`src/rtl/iob_clint_rtc_gen_pkg.sv`:
```
// iob_clint_rtc_gen_pkg: register addresses, CTRL bit indices and reset defaults shared by the RTC generator
package iob_clint_rtc_gen_pkg;
  localparam logic [1:0] REG_CTRL = 2'd0;
  localparam logic [1:0] REG_DIV = 2'd1;
  localparam logic [1:0] REG_INC = 2'd2;
  localparam logic [1:0] REG_TICKS = 2'd3;
  localparam int CTRL_EN = 0;
  localparam int CTRL_CLR = 1;
  localparam int DIV_RST_DEF = 49;
  localparam int INC_RST_DEF = 'h28F5C29;
endpackage

```
`src/rtl/iob_clint_rtc_gen_div.sv`:
```
// iob_clint_rtc_gen_div: integer half-period counter (or phase accumulator under IOB_CLINT_RTC_FRAC_EN) driving rtc toggle and rising-edge tick; ports clk_i/arst_i/cke_i, en/clr/div/inc in, rtc/rtc_tick out
module iob_clint_rtc_gen_div #(
  parameter int DIV_W = 16,
  parameter int INC_W = 32
) (
  input  logic             clk_i,
  input  logic             arst_i,
  input  logic             cke_i,
  input  logic             en,
  input  logic             clr,
  input  logic [DIV_W-1:0] div,
  input  logic [INC_W-1:0] inc,
  output logic             rtc,
  output logic             rtc_tick
);
  logic step;
`ifdef IOB_CLINT_RTC_FRAC_EN
  logic [INC_W-1:0] acc, sum;
  logic unused_div;
  assign {step, sum} = {1'b0, acc} + {1'b0, inc};
  assign unused_div = ^div;
  always_ff @(posedge clk_i or posedge arst_i)
    if (arst_i) acc <= '0;
    else if (cke_i) acc <= clr ? '0 : en ? sum : acc;
`else
  logic [DIV_W-1:0] cnt;
  logic unused_inc;
  assign step = cnt >= div;
  assign unused_inc = ^inc;
  always_ff @(posedge clk_i or posedge arst_i)
    if (arst_i) cnt <= '0;
    else if (cke_i) cnt <= clr ? '0 : !en ? cnt : step ? '0 : cnt + DIV_W'(1);
`endif
  always_ff @(posedge clk_i or posedge arst_i)
    if (arst_i) begin
      rtc <= 1'b0;
      rtc_tick <= 1'b0;
    end else if (cke_i) begin
      rtc <= clr ? 1'b0 : rtc ^ (en & step);
      rtc_tick <= ~clr & en & step & ~rtc;
    end
endmodule

```
`src/rtl/iob_clint_rtc_gen.sv`:
```
// iob_clint_rtc_gen: IOb-configured RTC source (clk_i/arst_i/cke_i, iob_avalid/addr/wdata/wstrb in, iob_rvalid/rdata/ready out, rtc/rtc_tick out); IOB_CLINT_RTC_FRAC_EN enables the INC phase accumulator
module iob_clint_rtc_gen
  import iob_clint_rtc_gen_pkg::*;
#(
  parameter int ADDR_W = 16,
  parameter int DATA_W = 32,
  parameter int DIV_W = 16,
  parameter int INC_W = 32,
  parameter logic [DIV_W-1:0] DIV_RST = DIV_W'(DIV_RST_DEF),
  parameter logic [INC_W-1:0] INC_RST = INC_W'(INC_RST_DEF)
) (
  input  logic                clk_i,
  input  logic                arst_i,
  input  logic                cke_i,
  input  logic                iob_avalid,
  input  logic [ADDR_W-1:0]   iob_addr,
  input  logic [DATA_W-1:0]   iob_wdata,
  input  logic [DATA_W/8-1:0] iob_wstrb,
  output logic                iob_rvalid,
  output logic [DATA_W-1:0]   iob_rdata,
  output logic                iob_ready,
  output logic                rtc,
  output logic                rtc_tick
);
  logic rdy, en, wr, rd, clr, unused_addr;
  logic [1:0] sel;
  logic [DIV_W-1:0] div;
  logic [INC_W-1:0] inc;
  logic [DATA_W-1:0] ticks, mask, rd_mux;
  assign sel = iob_addr[3:2];
  assign unused_addr = ^{iob_addr[ADDR_W-1:4], iob_addr[1:0]};
  assign wr = cke_i & iob_avalid & |iob_wstrb;
  assign rd = cke_i & iob_avalid & ~|iob_wstrb;
  assign clr = wr & (sel == REG_CTRL) & iob_wstrb[0] & iob_wdata[CTRL_CLR];
  assign iob_ready = rdy & cke_i;
  for (genvar i = 0; i < DATA_W/8; i++) begin : g_mask
    assign mask[8*i +: 8] = {8{iob_wstrb[i]}};
  end
  assign rd_mux = sel == REG_CTRL ? DATA_W'(en) :
                  sel == REG_DIV ? DATA_W'(div) :
                  sel == REG_INC ? DATA_W'(inc) : ticks;
  always_ff @(posedge clk_i or posedge arst_i)
    if (arst_i) begin
      rdy <= 1'b0;
      en <= 1'b0;
      div <= DIV_RST;
      ticks <= '0;
      iob_rvalid <= 1'b0;
      iob_rdata <= '0;
    end else if (cke_i) begin
      rdy <= 1'b1;
      iob_rvalid <= rd;
      if (rd) iob_rdata <= rd_mux;
      if (wr && sel == REG_CTRL && iob_wstrb[0]) en <= iob_wdata[CTRL_EN];
      if (wr && sel == REG_DIV) div <= DIV_W'((DATA_W'(div) & ~mask) | (iob_wdata & mask));
      ticks <= clr ? '0 : ticks + DATA_W'(rtc_tick);
    end
`ifdef IOB_CLINT_RTC_FRAC_EN
  always_ff @(posedge clk_i or posedge arst_i)
    if (arst_i) inc <= INC_RST;
    else if (wr && sel == REG_INC) inc <= INC_W'((DATA_W'(inc) & ~mask) | (iob_wdata & mask));
`else
  logic unused_inc_rst;
  assign inc = '0;
  assign unused_inc_rst = ^INC_RST;
`endif
  iob_clint_rtc_gen_div #(.DIV_W(DIV_W), .INC_W(INC_W)) u_div (
    .clk_i(clk_i),
    .arst_i(arst_i),
    .cke_i(cke_i),
    .en(en),
    .clr(clr),
    .div(div),
    .inc(inc),
    .rtc(rtc),
    .rtc_tick(rtc_tick)
  );
endmodule

```
`config.mk`:
```
export PLATFORM = sky130hd
export DESIGN_NAME = iob_clint_rtc_gen
export DESIGN_NICKNAME = d
export VERILOG_FILES = /design/src/rtl/iob_clint_rtc_gen_pkg.sv /design/src/rtl/iob_clint_rtc_gen_div.sv /design/src/rtl/iob_clint_rtc_gen.sv
export SDC_FILE = /design/constraint.sdc
export NUM_CORES = 1
export LEC_CHECK = 0
export ABC_AREA = 1
export CAP_MARGIN = 20
export CORE_AREA = 3 3 116 118
export CTS_CLUSTER_DIAMETER = 50
export DETAILED_ROUTE_END_ITERATION = 10
export DIE_AREA = 0 0 119 121
export MAX_ROUTING_LAYER = met4
export PLACE_DENSITY = 0.79
export SYNTH_ARGS = -nofsm -noshare
export SYNTH_HDL_FRONTEND = slang
export SYNTH_SLANG_ARGS = --single-unit
```
`constraint.sdc`:
```
create_clock -name clk_i -period 5.45 [get_ports clk_i]
set_input_delay 1.635 -clock clk_i [delete_from_list [all_inputs] [get_ports clk_i]]
set_output_delay 1.635 -clock clk_i [all_outputs]
set_load 0.01 [all_outputs]
```
* Word level (Yosys, flattened, before mapping) *
Index checks and enable logic that the tools add are counted.

cells by class
  add/sub/neg operators = 2
  $lt $le $gt $ge = 1
  eq/ne operators = 2
  mux-type cells = 8
  bitwise gates (word level) = 18
  reduce and logical (&&, ||, !) cells = 11

operator list
  operator                 count
  $mux W32                 4
  $mux W16                 3
  $add A32 B1 Y32          1
  $and A16 B16 Y16         2
  $add A16 B1 Y16 const B  1
  $ge A16 B16 Y1           1
  $not A16 Y16             1
  $or A16 B16 Y16          1
  $and A1 B1 Y1            11
  $reduce_and A2 Y1        4
  $reduce_or A4 Y1         1
  $logic_and A1 B1 Y1      3
  $eq A2 B1 Y1 const B     1
  $eq A2 B2 Y1 const B     1
  $logic_not A2 Y1         1
  $not A1 Y1               2
  $reduce_bool A2 Y1       1
  $logic_not A1 Y1         1
  $mux W1                  1
  $xor A1 B1 Y1            1

word-level totals
  flip-flop bits (word level) = 101
  input port bits = 56
  output and inout port bits = 36

* Logic depth before layout (Yosys ltp) *
  depth after elaboration = 9
  gate-level depth with buffers = 15

* Modules after synthesis *
A second synthesis with hierarchy kept.

unflattened totals
  cells, all modules = 676
  area, all modules = 5475.3 µm²

modules (own cells, without submodules)
  module                 times used  cells an instance  area each (µm²)  sequential area each (µm²)
  iob_clint_rtc_gen      1           481                4047.6           2080.7
  iob_clint_rtc_gen_div  1           195                1427.6           450.4

* Worst setup path after synthesis *
OpenSTA, ideal clock, no wires.

  path type = input to output
  start = input cke_i
  end = output iob_ready
  arrival time = 2181 ps
  required time = 3815 ps
  slack = 1634 ps
  cell stages on the path = 4
  cell sequence = buf_2 clkbuf_1 nand2_1 inv_1

between the ends
  word-level cells in the longest chain between the ends = 1

ends and longest elaborated chain
  element             RTL line                 source
  start: declaration  iob_clint_rtc_gen.sv:14  input logic cke_i,
  $and A1 B1 Y1       iob_clint_rtc_gen.sv:35  assign iob_ready = rdy & cke_i;
  end: declaration    iob_clint_rtc_gen.sv:21  output logic iob_ready,

No other way between the ends.

* Worst setup path after layout *
Ends and elaborated chain as after synthesis.

==> flow_summary.toml <==
[synth]
async_flop_share = 1.00
synth_top_family_by_area = "simple AND/OR/NAND/NOR gates"
synth_fp_nets = 766
ys.flop_type = "dfrtp_1"
synth_adder_area_share = 0.0426
synth_compound_area_frac = 0.141
yosys.area_share.simple = 0.260
avgSynthCellArea_um2 = 8.08
yosysSeqAreaShare = 0.453
synth_cells = 691
ys_ff_latch = 101
syn-cell-area_um2 = 5590
synthMuxAreaShare = 0.00381
synth-xor-area-share = 0.0172
synth_edf_count = 0
yosys_warnings = 0
synth_cell_types = 49

[cells_and_area]
mostFrequentLayoutCells = "nand2_1, dfrtp_1, inv_1"
finalNonFillerCells = 922
num-nets-final = 820
final_common_cell = "nand2_1"
antenna_cells = 0
fillers = 1216
drive_gt1_frac = 0.0813
syn_to_final_growth_pct = 18.2

[grt]
first_global_vias = 4585
grt_antenna_before_repair = 0
grt_start_max_net_pins = 71
grtUsageTotal = 0.193
grt_pass1_wl_mm = 21.8
overflow = 0

[route]
ant_nets = 0
via_count = 4769
wl_per_cell_um = 13.9
viasPerCell = 5.17
drcViolationCount = 0
drt-total-wl_mm = 12.8
first_pass_iters = 4
drtIter0Drc = 353

[sta]
tns_ns = 0
rsz0062_at_grt = "no"
setup-violations-final = 0
clock_skew_ns = 0.00890
hold_violations = 0
finalCriticalPeriod_ns = 4.51
slew_headroom = 0.434
worst_slew_pin_slew_ns = 0.849
fmax_mhz = 221
slew_viol_final = 0
fin_crit_sh = 0.828

[clock_network]
path_clk_slew_ns = 0.07
cts_buffer_depth = 2
ctsResizeCount = 0
clk_latency_ns = 0.36
root_buffer = "clkbuf_16"
post_cts_buffers = 0
cts_sinks = 101
cts_tree = "built"
numCtsBuffers = 9
h-tree-depth = 3
postCtsHoldBufs = 0

[die]
ios = 92
core.rowCount = 41
core_area_um2 = 12600
fp.dieArea_um2 = 14400
chipWidth_um = 119
die_y_um = 121
start_util = 0.444

[power_and_ir_drop]
powerDensity_nw_per_um2 = 311
ir_drop_uv = 164
switching_share = 0.324
internal_power_w = 0.00139
seq_power_share = 0.474
power_frac_clock = 0.297
switching_power_w = 0.000665
power_frac_comb = 0.229
p_leak_nw = 3.01

[worst_setup_path]
worst_ep_arrival_time_ns = 2.88
r2r_end = "u_div.cnt[2]"
crit_path_end_kind = "output pin"
path_max_fanout = 2
critPathLaunchType = "input pin"
reg2reg_depth = 11
worstSetupPathType = "input pin to output pin"
cp_data_required_time_ns = 3.82
rrSetupSlack_ns = 3.19

[placement]
placed_cells_incl_taps = 906
gp_congestion = 0.879
hpwlAfterDp_mm = 9.40
port_buffers = 61

[worst_hold_path]
hold_path_class = "flop to flop"
holdCritStartpoint = "rdy"
whs_endpoint = "rdy"
hold_depth = 1

[status]
outcome = "complete, no violations"

[flow_run]
maxCapViolCount = 0
through the flow:
step	hold slack, ns	util	power (W)	worst slack [ns]	cell area (um^2)
2_1_floorplan	0.437	-	0.00128	1.17	5590
3_3_place_gp	0.448	0.503	0.00144	0.925	6330
3_5_place_dp	0.454	0.503	0.00146	0.928	6330
4_1_cts	0.473	0.526	0.00207	0.927	6610
5_1_grt	0.503	0.526	0.00219	0.887	6610
6_report	0.472	0.526	0.00206	0.935	6610
how the worst max path moves through the flow:
stage,start,to,cells after the start
finish,cke_i,iob_ready,4
global route,cke_i,iob_ready,4
CTS,cke_i,iob_ready,4
detailed placement,cke_i,iob_ready,4
global placement,cke_i,iob_ready,4
floorplan,arst_i,async pin,1
Yosys cell counts, types with 2 or more instances:
cell type  count  area [um^2]
nand3_1       35          175
nand3_2        2         20.0
nand2_1      169          634
nor2_2         5         31.3
clkbuf_1       5         18.8
nor2_4         6         67.6
o21ai_0       57          285
a211oi_1       2         15.0
nor2_1        50          188
xor2_1         8         70.1
xnor2_1        3         26.3
o21ai_1        4         20.0
o31ai_1       17          128
a31oi_1        2         12.5
a21oi_1       28          140
nand4_1       15         93.8
nor3_1        14         70.1
nor3_2         2         20.0
ha_1          19          238
buf_2          7         35.0
nand2_4        2         22.5
buf_4          4         30.0
buf_1          5         18.8
inv_4          2         12.5
dfstp_2        3         78.8
nand3b_1       3         22.5
a22oi_1       15          113
inv_2          5         18.8
a21oi_2        3         26.3
dfrtp_1       98         2450
inv_1         83          312
power by group through the flow:
stage	Combinational, W	Sequential (W)	Clock, W
after floorplan	0.000308	0.000972	0
final	0.000470	0.000975	0.000611
after global routing	0.000539	0.000995	0.000652
after global placement	0.000452	0.000984	0
after CTS	0.000475	0.000974	0.000624
after detailed placement	0.000473	0.000987	0
worst max-delay path, stage by stage:
cell and delay [ns]:
clkdlybuf4s50_1 0.56, nand2_1 0.09, inv_1 0.06, clkdlybuf4s50_1 0.53
final cells by class:
| cell class | instances | area, um^2 | share of cell area |
|---|---|---|---|
| tap | 172 | 215 | 0.0326 |
| inverter | 90 | 345 | 0.0523 |
| clock inverter | 6 | 38.8 | 0.00587 |
| clock buffer | 10 | 239 | 0.0362 |
| timing repair buffer | 65 | 641 | 0.0970 |
| multi-input combinational | 478 | 2590 | 0.393 |
| sequential | 101 | 2530 | 0.383 |
cell families (layout without fill, tap and decap cells):
family	count (synthesis)	count (layout)
simple gates	312	312
xor+xnor	11	11
flops	101	101
mux	2	2
fa+ha+maj	19	19
buf+inv	112	171
compound gates	134	134
per-layer routing:
| layer | track usage | part of all wire | vias up |
|---|---|---|---|
| li1 | - | - | 2399 |
| met1 | 0.239 | 0.46 | 2258 |
| met2 | 0.319 | 0.49 | 95 |
| met3 | 0.0326 | 0.040 | 17 |
| met4 | 0.0753 | 0.017 | 0 |
| met5 | - | 0 | - |
Note: power is estimated with default switching activity, not from simulation.
